File: src/rtl/sample_sched.sv
// sample_sched: sample-rate scheduler for the audio equalizer datapath.
// A programmable clock-enable divider starts one sample per wrap, which
// is sequenced ADC capture -> filter bank -> DAC load via start/done handshakes.
// Ticks that arrive while a sample is still in flight are dropped and counted.
// Optional build macro SAMPLE_WDOG_EN adds a per-stage watchdog (wd_timeout);
// without it wd_timeout is tied 0 and the FSM waits indefinitely.
module sample_sched #(
   parameter int DIV_W    = 8,
   parameter int DEF_DIV  = 141,
   parameter int OVR_W    = 4,
   parameter int WD_LIMIT = 255
) (
   input  logic             clk_in,
   input  logic             clk_rst,
   input  logic             enable,
   input  logic [DIV_W-1:0] cfg_div,
   input  logic             cfg_valid,
   output logic             cfg_ready,
   output logic             sample_tick,
   output logic             adc_start,
   input  logic             adc_done,
   output logic             filt_start,
   input  logic             filt_done,
   output logic             dac_load,
   input  logic             dac_ready,
   output logic             busy,
   output logic             overrun,
   input  logic             overrun_clr,
   output logic [OVR_W-1:0] ovr_cnt,
   output logic             wd_timeout
);

   localparam logic [1:0] S_IDLE = 2'd0;
   localparam logic [1:0] S_ADC  = 2'd1;
   localparam logic [1:0] S_FILT = 2'd2;
   localparam logic [1:0] S_DAC  = 2'd3;

   logic [DIV_W-1:0] r_cnt;
   logic [DIV_W-1:0] r_div;
   logic [DIV_W-1:0] r_pend_div;
   logic             r_cfg_ready;
   logic [1:0]       r_state;
   logic [1:0]       w_state_nxt;
   logic             r_tick;
   logic             r_adc_start;
   logic             r_filt_start;
   logic             r_dac_load;
   logic             r_overrun;
   logic [OVR_W-1:0] r_ovr_cnt;
   logic             w_wrap;
   logic             w_drop;
   logic             w_cfg_xfer;

   assign w_wrap     = enable && (r_cnt == r_div);
   // A wrap while a sample is still in flight (state before the edge) is dropped.
   assign w_drop     = w_wrap && (r_state != S_IDLE);
   assign w_cfg_xfer = cfg_valid && r_cfg_ready;

`ifdef SAMPLE_WDOG_EN
   localparam int WD_W = $clog2(WD_LIMIT + 1);
   logic [WD_W-1:0] r_wd_cnt;
   logic            r_wd_timeout;
   logic            w_wd_fire;

   assign w_wd_fire = (r_state != S_IDLE) && (r_wd_cnt == WD_W'(WD_LIMIT - 1));
`endif

   // Period counter: free-runs 0..div_reg while enabled, parked at 0 otherwise.
   always_ff @(posedge clk_in) begin
      if (clk_rst) begin
         r_cnt <= '0;
      end else if (!enable || w_wrap) begin
         r_cnt <= '0;
      end else begin
         r_cnt <= r_cnt + DIV_W'(1);
      end
   end

   // Divisor port: accept one value, hold it until a sample boundary (or idle divider).
   always_ff @(posedge clk_in) begin
      if (clk_rst) begin
         r_div       <= DIV_W'(DEF_DIV);
         r_pend_div  <= DIV_W'(DEF_DIV);
         r_cfg_ready <= 1'b1;
      end else if (w_cfg_xfer) begin
         r_pend_div  <= (cfg_div == '0) ? DIV_W'(1) : cfg_div;
         r_cfg_ready <= 1'b0;
      end else if (!r_cfg_ready && (w_wrap || !enable)) begin
         r_div       <= r_pend_div;
         r_cfg_ready <= 1'b1;
      end
   end

   // Next-state decode for the ADC -> FILT -> DAC sample sequence.
   always_comb begin
      w_state_nxt = r_state;
      case (r_state)
         S_IDLE:  if (w_wrap)    w_state_nxt = S_ADC;
         S_ADC:   if (adc_done)  w_state_nxt = S_FILT;
         S_FILT:  if (filt_done) w_state_nxt = S_DAC;
         S_DAC:   if (dac_ready) w_state_nxt = S_IDLE;
         default:                w_state_nxt = S_IDLE;
      endcase
`ifdef SAMPLE_WDOG_EN
      if (w_wd_fire) w_state_nxt = S_IDLE;
`endif
   end

   // State register and registered handshake outputs.
   always_ff @(posedge clk_in) begin
      if (clk_rst) begin
         r_state      <= S_IDLE;
         r_tick       <= 1'b0;
         r_adc_start  <= 1'b0;
         r_filt_start <= 1'b0;
         r_dac_load   <= 1'b0;
      end else begin
         r_state      <= w_state_nxt;
         r_tick       <= w_wrap;
         r_adc_start  <= w_wrap && (r_state == S_IDLE);
         r_filt_start <= (r_state == S_ADC) && (w_state_nxt == S_FILT);
         r_dac_load   <= (w_state_nxt == S_DAC);
      end
   end

   // Overrun flag and saturating drop counter; a new drop beats a same-cycle clear.
   always_ff @(posedge clk_in) begin
      if (clk_rst) begin
         r_overrun <= 1'b0;
         r_ovr_cnt <= '0;
      end else if (w_drop) begin
         r_overrun <= 1'b1;
         if (overrun_clr) begin
            r_ovr_cnt <= OVR_W'(1);
         end else if (r_ovr_cnt != '1) begin
            r_ovr_cnt <= r_ovr_cnt + OVR_W'(1);
         end
      end else if (overrun_clr) begin
         r_overrun <= 1'b0;
         r_ovr_cnt <= '0;
      end
   end

`ifdef SAMPLE_WDOG_EN
   // Stage watchdog: cycles spent in the current busy state, restarted on each change.
   always_ff @(posedge clk_in) begin
      if (clk_rst) begin
         r_wd_cnt     <= '0;
         r_wd_timeout <= 1'b0;
      end else begin
         if ((w_state_nxt != r_state) || (r_state == S_IDLE)) begin
            r_wd_cnt <= '0;
         end else begin
            r_wd_cnt <= r_wd_cnt + WD_W'(1);
         end
         if (w_wd_fire) begin
            r_wd_timeout <= 1'b1;
         end else if (overrun_clr) begin
            r_wd_timeout <= 1'b0;
         end
      end
   end

   assign wd_timeout = r_wd_timeout;
`else
   assign wd_timeout = 1'b0;
`endif

   assign cfg_ready   = r_cfg_ready;
   assign sample_tick = r_tick;
   assign adc_start   = r_adc_start;
   assign filt_start  = r_filt_start;
   assign dac_load    = r_dac_load;
   assign busy        = (r_state != S_IDLE);
   assign overrun     = r_overrun;
   assign ovr_cnt     = r_ovr_cnt;

endmodule

File: config.mk
export PLATFORM = sky130hd
export DESIGN_NAME = sample_sched
export DESIGN_NICKNAME = d
export VERILOG_FILES = /design/src/rtl/sample_sched.sv
export SDC_FILE = /design/constraint.sdc
export NUM_CORES = 1
export LEC_CHECK = 0
export ABC_AREA = 1
export CAP_MARGIN = 0
export CORE_ASPECT_RATIO = 1.4
export CORE_MARGIN = 3
export CORE_UTILIZATION = 45
export DETAILED_ROUTE_END_ITERATION = 12
export PLACE_DENSITY = 0.67
export SETUP_SLACK_MARGIN = 0.2
export SLEW_MARGIN = 25
export SYNTH_ARGS = -nofsm -noshare
export SYNTH_HDL_FRONTEND = slang
export SYNTH_SLANG_ARGS = --single-unit
File: constraint.sdc
create_clock -name clk_in -period 1.54 [get_ports clk_in]
set_clock_uncertainty 0.15 [all_clocks]
set_input_delay 0.308 -clock clk_in [delete_from_list [all_inputs] [get_ports clk_in]]
set_output_delay 0.308 -clock clk_in [all_outputs]
set_load 0.05 [all_outputs]
# Yosys cells after proc, flatten, opt, wreduce, memory -nomap -nowiden

Index checks and enable logic that the tools add are counted.
W data, S select, Z words.

Reductions and logical operators: 18
Mux-type cells: 14
Eq/ne operators: 7
Bitwise operators: 1
Add/sub/neg operators: 2

Operators by type and width:

| kind                  | count |
|---|---|
| $mux W4               | 4 |
| $add A8 B1 Y8 const B | 1 |
| $eq A2 B2 Y1 const B  | 4 |
| $eq A8 B8 Y1          | 1 |
| $logic_not A8 Y1      | 1 |
| $mux W2               | 4 |
| $mux W8               | 1 |
| $pmux W2 S4           | 1 |
| $reduce_bool A2 Y1    | 4 |
| $logic_and A1 B1 Y1   | 6 |
| $add A4 B1 Y4 const B | 1 |
| $mux W1               | 4 |
| $ne A4 B4 Y1 const B  | 1 |
| $reduce_and A2 Y1     | 2 |
| $eq A2 B1 Y1 const B  | 1 |
| $logic_not A1 Y1      | 2 |
| $logic_not A2 Y1      | 1 |
| $reduce_or A2 Y1      | 1 |
| $logic_or A1 B1 Y1    | 1 |
| $not A1 Y1            | 1 |

Input port bits: 16
Word-level logic and storage cells: 53
Output and inout bits: 12
Register bits: 36

# Depth between registers and ports, before layout

Gate-level depths: netlist of run 1.

Depth after elaboration: 6
Depth in mapped cells: 12
Depth with buffers taken out: 12

# Worst setup path before layout of run 1

No wires, ideal clock.

Path type: reg2reg
Start point: register r_ovr_cnt[0] (netlist: ovr_cnt[0])
End point: register r_ovr_cnt[0] (netlist: ovr_cnt[0])
Setup time: 113 ps
Required time: 1277 ps
Data arrival time: 1428 ps
Setup slack: -152 ps
Clock period less this slack: 1692 ps
Cell stages (with the launch flop): 9
Buffers on the path: 0
Cells stage by stage: dfxtp_1 > ha_1 > nand2_1 > nor2_1 > inv_1 > nand4_1 > nand3b_1 > nand2_1 > nor2_1

Longest elaborated chain between the ends: 4
Elaborated cells between the ends (all ways): 7
Classes of those cells: add/sub (1); eq/ne (1); mux (3); reduce/logical (2)

Ends and longest elaborated chain:

| what                     | RTL line | text |
|---|---|---|
| start: declaration       | 49       | `logic [OVR_W-1:0] r_ovr_cnt;` |
| start signal: assignment | 136      | `r_ovr_cnt <= r_ovr_cnt + OVR_W'(1);` |
| $add A4 B1 Y4            | 136      |  |
| $mux W4                  | 135      | `end else if (r_ovr_cnt != '1) begin` |
| $mux W4                  | 133      | `if (overrun_clr) begin` |
| $mux W4                  | 131      | `end else if (w_drop) begin` |

Parallel ways exist; a longest one is shown, timed or not. The select of a mux whose other input is x is not followed.
A chain may end at the register's enable or synchronous reset.

# Worst setup path after layout of run 1

Start point: register r_cnt[3]
End point: register r_ovr_cnt[3] (netlist: ovr_cnt[3])

Longest elaborated chain between the ends: 5
Elaborated cells between the ends (all ways): 6
Classes of those cells: eq/ne (1); mux (1); reduce/logical (4)

Ends and longest elaborated chain:

| what                                | RTL line | text |
|---|---|---|
| start: declaration                  | 38       | `logic [DIV_W-1:0] r_cnt;` |
| start signal: assignment            | 75       | `r_cnt <= r_cnt + DIV_W'(1);` |
| $eq A8 B8 Y1 (*)                    | 54       | `assign w_wrap = enable && (r_cnt == r_div);` |
| $logic_and A1 B1 Y1 (*)             | 54       |  |
| $logic_and A1 B1 Y1 (*)             | 56       | `assign w_drop = w_wrap && (r_state != S_IDLE);` |
| $reduce_bool A2 Y1 (no source line) | n/a      |  |
| $reduce_and A2 Y1 (no source line)  | n/a      |  |

Mark *: on every way between the ends. The rest lies on a longest branch, timed or not.

==> flow_metrics.env, run 1 <==
export IMPL_outcome="finished with violations"
export IMPL_violations="setup timing"
export IMPL_wirelength_mm=4.25
export IMPL_worstReg2RegStart="r_cnt[3]$_SDFF_PP0_"
export IMPL_critPathKind="reg -> reg"
export IMPL_cts_sinks=36
export IMPL_rsz0062_at_grt="true"
export IMPL_ys_top_cells_by_count="nand2_1 (67), dfxtp_1 (36), inv_1 (32)"
export IMPL_critPathBufInv=1
export IMPL_crit_family="simple AND/OR/NAND/NOR gates"
export IMPL_die_x_microns=56.7
export IMPL_grt_pass1_wl_mm=6.96
export IMPL_area_growth_pct=59.8
export IMPL_clkTransAtPathRegs_ns=0.07
export IMPL_arrival_ns=1.65
export IMPL_start_kind="register"
export IMPL_vdd_drop_max_mv=0.809
export IMPL_n_fill_cell=252
export IMPL_antenna_found_initial=0
export IMPL_critical_path_cell_chain="inv_4 > nand2_1 > nand2_1 > nand3_1 > nor2_2 > nand3_1 > nor2_2 > nand3_1 > nand2_1 > a21oi_2"
export IMPL_cp_max_fo=5
export IMPL_core_sq_um=3410
export IMPL_fmax_ghz=0.618
export IMPL_synthCells=234
export IMPL_yosysUniqueCellTypes=26
export IMPL_power_density_nw_per_um2=780
export IMPL_intPower_uw=1490
export IMPL_io_buffer_count=26
export IMPL_drcViolationCount=0
export IMPL_worstHoldStart="r_cnt[0]$_SDFF_PP0_"
export IMPL_p_switching_uw=523
export IMPL_place_area_sq_um=2150
export IMPL_grt_ovfl_total=0
export IMPL_end_kind="register"
export IMPL_fin_ws_ns=-0.0772
export IMPL_firstDrtPassIters=4
export IMPL_reg2reg_slack_ns=-0.08
export IMPL_fin_crit_sh_pct=105
export IMPL_track_usage_pct=20.4
export IMPL_max_cap_violations=0
export IMPL_setup_viol=4
export IMPL_hpwl_mm=2.76
export IMPL_p_leak_uw=0.00108
export IMPL_synth_most_common_cell="nand2_1"
export IMPL_syn_area_sq_um=1620
export IMPL_num_rows=25
export IMPL_grt_max_degree=20
export IMPL_cp_required_ns=1.57
export IMPL_cp_slowest_stage_delay_ns=0.37
export IMPL_crit_start="r_cnt[3]$_SDFF_PP0_"
export IMPL_htree_num_levels=2
export IMPL_clk_path_buf_depth=2
export IMPL_clkLatencyLatePin_ns=0.29
export IMPL_design_area_sq_um=2580
export IMPL_clkPwrFrac_pct=36.1
export IMPL_post_drt_wl_per_cell_microns=13.0
export IMPL_synth_area_leaders="dfxtp_1 (45%), nand2_1 (16%), inv_1 (7.4%)"
export IMPL_nets=305
export IMPL_swShare_pct=26.0
export IMPL_drt_initial_drc_count=35
export IMPL_pwr_share_comb_pct=14.7
export IMPL_root_buffer="clkbuf_8"
export IMPL_dieArea_sq_um=4360
export IMPL_io_pins=28
export IMPL_grt_pass1_vias=1648
export IMPL_tritoncts="yes"
export IMPL_async_flop_share_pct=0
export IMPL_cp_slowest_cell="dfxtp_4"
export IMPL_synth_fp_nets=252
export IMPL_start_util_pct=47.4
export IMPL_yosys_warnings=0
export IMPL_finalPower_uw=2020
export IMPL_seqPwrFrac_pct=49.2
export IMPL_finalMaxSlewViolations=0
export IMPL_final_setup_tns_ns=-0.170
export IMPL_ant_nets=0
export IMPL_fin_crit_ns=1.62
export IMPL_yosysTopAreaCellShare_pct=44.6
export IMPL_numCtsBuffers=5
export IMPL_yosys_area_top_type="dfxtp_1"
export IMPL_finalHoldViolCount=0
export IMPL_die_h_microns=76.9
export IMPL_drive_above_1_share_pct=42.5
export IMPL_diodes=0
export IMPL_syn_avg_cell_area_sq_um=6.91
export IMPL_synth_edf_count=0
export IMPL_route_vias_total=1671
export IMPL_ys_ff_latch=36
export IMPL_vias_per_cell=5.11
export IMPL_hold_class="reg -> reg"
export IMPL_ys_seq_area_share_pct=44.6
export IMPL_synthFlopType="dfxtp_1"
export IMPL_gp_congestion=0.828
==> kinds of logic after synthesis <==
logic type,synth area share (%)
adder cells (fa/ha/maj),1.55
other,0.232
flip-flops,44.6
AND/OR/NAND/NOR,33.0
XOR/XNOR,0.542
AO/OA/AOI/OAI,10.7
buffers and inverters,9.37
==> power by group through the flow <==
stage	registers, uW	logic, uW	clock network [uW]
after global routing	997	328	790
after detailed placement	1010	243	0
after global placement	1010	239	0
after floorplan	1020	128	0
final	992	296	727
after CTS	988	262	735
==> worst paths after layout <==
check / endpoint / depth (start not counted)
setup / recovery: ovr_cnt[3]$_SDFFE_PP0P_ / 10
hold / removal: r_cnt[0]$_SDFF_PP0_ / 1
setup reg to reg: ovr_cnt[3]$_SDFFE_PP0P_ / 10
hold reg to reg: r_cnt[0]$_SDFF_PP0_ / 1
==> cell type report <==
class / instances / area (sq um) / share of cell area [%]
repair buffers: 49 / 566 / 21.9
flip-flops and latches: 36 / 769 / 29.8
multi-input cells: 160 / 951 / 36.8
well taps: 40 / 50.0 / 1.94
inverters: 35 / 150 / 5.81
clock buffers: 7 / 96.3 / 3.73
==> per-stage QoR <==
step	setup slack [ns]	hold WS (ns)	utilization [%]	cells
finish	-0.0772	0.314	75.7	327
floorplan	0.156	0.271	-	234
detailed placement	-0.137	0.307	62.9	308
global route	-0.178	0.332	75.7	327
global placement	-0.0958	0.306	62.9	308
CTS	0.00192	0.303	70.7	323
==> state kept, by name (all words and copies together) (netlist names) <==
name,cells
ovr_cnt,4
r_state,2
r_pend_div,8
dac_load,1
overrun,1
adc_start,1
sample_tick,1
r_div,8
filt_start,1
r_cnt,8
cfg_ready,1
==> layer usage <==
metal	global-route usage (%)	vias up	part of all wire, %
met5	0	-	0
met4	11.4	0	3.0
met3	5.56	13	4.5
met2	38.4	45	57
met1	18.9	768	35
li1	-	845	-
==> cells in the final DEF, fill, tap and decap left out, types with 2 or more instances in the layout <==
cell type        count
o21ai_2              5
nor3_2               2
nand3_1              9
o211ai_1             6
nand2_1             49
nand3_2              3
nor2_2               4
nand4_1              5
buf_12              11
clkbuf_8             7
inv_1               22
inv_2               10
buf_4               18
dfxtp_2             12
a21oi_1              9
nand3b_1             2
buf_6                4
a21oi_2              3
clkdlybuf4s50_1     15
nor2_4               3
nand2_4              5
dfxtp_1             15
dfxtp_4              9
nor3b_2              2
nor2_1              23
nand2_2             14
o21ai_0              6
==> timing repair <==
item | in CTS | in global routing
resized for setup | 40 | 47
cloned | 1 | 0
pin swaps | 19 | 18
hold buffers | 0 | 0
endpoints found under the setup margin | 24 | 27
buffers inserted | 7 | 4
No activity file was read; power rests on OpenSTA's default activity.
==> inputs of run 2 (changes only) <==
--- a/config.mk
+++ b/config.mk
@@ -13,7 +13,6 @@
 export DETAILED_ROUTE_END_ITERATION = 12
 export PLACE_DENSITY = 0.67
 export SETUP_SLACK_MARGIN = 0.2
-export SLEW_MARGIN = 25
 export SYNTH_ARGS = -nofsm -noshare
 export SYNTH_HDL_FRONTEND = slang
 export SYNTH_SLANG_ARGS = --single-unit
==> results of run 2 <==
Final layout, timing and power as in run 1 (identical DEF).
==> inputs of run 3 (changes only) <==
--- a/config.mk
+++ b/config.mk
@@ -9,9 +9,9 @@
 export CAP_MARGIN = 0
 export CORE_ASPECT_RATIO = 1.4
 export CORE_MARGIN = 3
-export CORE_UTILIZATION = 45
+export CORE_UTILIZATION = 50
 export DETAILED_ROUTE_END_ITERATION = 12
-export PLACE_DENSITY = 0.67
+export PLACE_DENSITY = 0.73
 export SETUP_SLACK_MARGIN = 0.2
 export SYNTH_ARGS = -nofsm -noshare
 export SYNTH_HDL_FRONTEND = slang
==> flow_metrics.env, run 3 (synthesis gave the netlist of run 1 again) <==
export IMPL_final_common_cell="nand2_1"
export IMPL_area_growth_pct=71.3
export IMPL_outcome="finished with violations"
export IMPL_finalHoldViolCount=0
export IMPL_pre_cts_ws_ns=-0.106
export IMPL_hpwl_mm=2.81
export IMPL_die_h_microns=73.3
export IMPL_cts_sinks=36
export IMPL_io_pins=28
export IMPL_antenna_found_initial=0
export IMPL_tritoncts="yes"
export IMPL_max_cap_violations=0
export IMPL_end_kind="register"
export IMPL_top_regs="r_cnt (8), r_div (8), r_pend_div (8)"
export IMPL_n_fill_cell=96
export IMPL_root_buffer="clkbuf_8"
export IMPL_design_area_sq_um=2770
export IMPL_firstDrtPassIters=6
export IMPL_critPathKind="reg -> reg"
export IMPL_grt_pass1_wl_mm=8.30
export IMPL_start_kind="register"
export IMPL_wirelength_mm=7.10
export IMPL_cp_max_fo=3
export IMPL_track_usage_pct=29.2
export IMPL_fin_crit_sh_pct=119
export IMPL_p_leak_uw=0.00119
export IMPL_cp_required_ns=1.63
export IMPL_fmax_ghz=0.546
export IMPL_grt_ovfl_total=0
export IMPL_rsz0062_at_grt="true"
export IMPL_num_rows=23
export IMPL_vdd_drop_max_mv=1.23
export IMPL_grt_pass1_vias=1873
export IMPL_io_buffer_count=26
export IMPL_finalMaxSlewViolations=0
export IMPL_drive_above_1_share_pct=47.5
export IMPL_start_util_pct=54.5
export IMPL_die_x_microns=54.1
export IMPL_nets=316
export IMPL_numCtsBuffers=5
export IMPL_clkTransAtPathRegs_ns=0.08
export IMPL_dieArea_sq_um=3960
export IMPL_setup_viol=25
export IMPL_power_density_nw_per_um2=893
export IMPL_multi_input_area_sq_um=1010
export IMPL_clkLatencyLatePin_ns=0.31
export IMPL_ant_nets=0
export IMPL_violations="setup timing"
export IMPL_clk_path_buf_depth=2
export IMPL_post_drt_wl_per_cell_microns=21.1
export IMPL_diodes=0
export IMPL_final_setup_tns_ns=-4.19
export IMPL_vias_per_cell=6.23
export IMPL_drcViolationCount=0
export IMPL_hold_buffers=0
export IMPL_hold_class="in -> reg"
export IMPL_route_vias_total=2094
export IMPL_seq_area_sq_um=766
export IMPL_grt_max_degree=13
export IMPL_htree_num_levels=2
export IMPL_fin_ws_ns=-0.291
export IMPL_drt_initial_drc_count=132
export IMPL_gp_congestion=0.766
export IMPL_place_area_sq_um=2150
export IMPL_fin_crit_ns=1.83
export IMPL_core_sq_um=2960
export IMPL_mostFrequentLayoutCells="nand2_1 (46), buf_4 (29), inv_1 (22)"
export IMPL_arrival_ns=1.92
## run 3: final timing paths
path / startpoint / end / slack, ns / cells after the start
min: cfg_div[2] / r_pend_div[2]$_SDFFE_PP1P_ / 0.14 / 3
max reg2reg: r_cnt[1]$_SDFF_PP0_ / ovr_cnt[0]$_SDFFE_PP0P_ / -0.29 / 10
max: r_cnt[1]$_SDFF_PP0_ / ovr_cnt[0]$_SDFFE_PP0P_ / -0.29 / 10
min reg2reg: r_div[4]$_SDFFE_PP0P_ / r_div[4]$_SDFFE_PP0P_ / 0.33 / 2
## run 3: timing repair
| item | in CTS | in global routing |
|---|---|---|
| setup endpoints to repair | 25 | 30 |
| pin swaps | 23 | 26 |
| resized for setup | 43 | 59 |
| cloned | 1 | 0 |
| setup buffers | 9 | 10 |
## run 3: cell type report
class	count	area share, %
repair buffers	60	23.4
well taps	37	1.67
clock inverters	2	2.17
flip-flops and latches	36	27.7
clock buffers	6	3.39
inverters	35	5.24
multi-input cells	160	36.5
## run 3: routing by layer
layer | share of wire [%] | track usage (%) | vias to the layer above
li1 | - | - | 872
met1 | 31 | 27.4 | 940
met2 | 51 | 52.4 | 199
met3 | 8.9 | 5.48 | 83
met4 | 9.7 | 23.3 | 0
met5 | 0 | 0 | -
## run 3: per-stage QoR
stage | util (%) | hold WS, ns | power (uW) | cells
2_1_floorplan | - | 0.271 | 1150 | 234
3_3_place_gp | 72.6 | 0.281 | 1250 | 308
3_5_place_dp | 72.6 | 0.283 | 1260 | 308
4_1_cts | 84.6 | 0.303 | 2360 | 326
5_1_grt | 93.4 | 0.186 | 2540 | 336
6_report | 93.4 | 0.137 | 2470 | 336
## run 3: critical path, stage by stage (launching register included)
cell      delay, ns
dfxtp_2        0.36
inv_1          0.05
nand2_1        0.06
nand2_1        0.12
nor2_2         0.21
nand2_2        0.09
nor2_4         0.16
nand4_1        0.19
nand3b_1       0.18
nand2_1        0.08
nor2_1         0.09
## run 3: report_power, final
part,switching (uW),internal [uW]
Sequential,36.6,961
Combinational,204,142
Clock,385,745
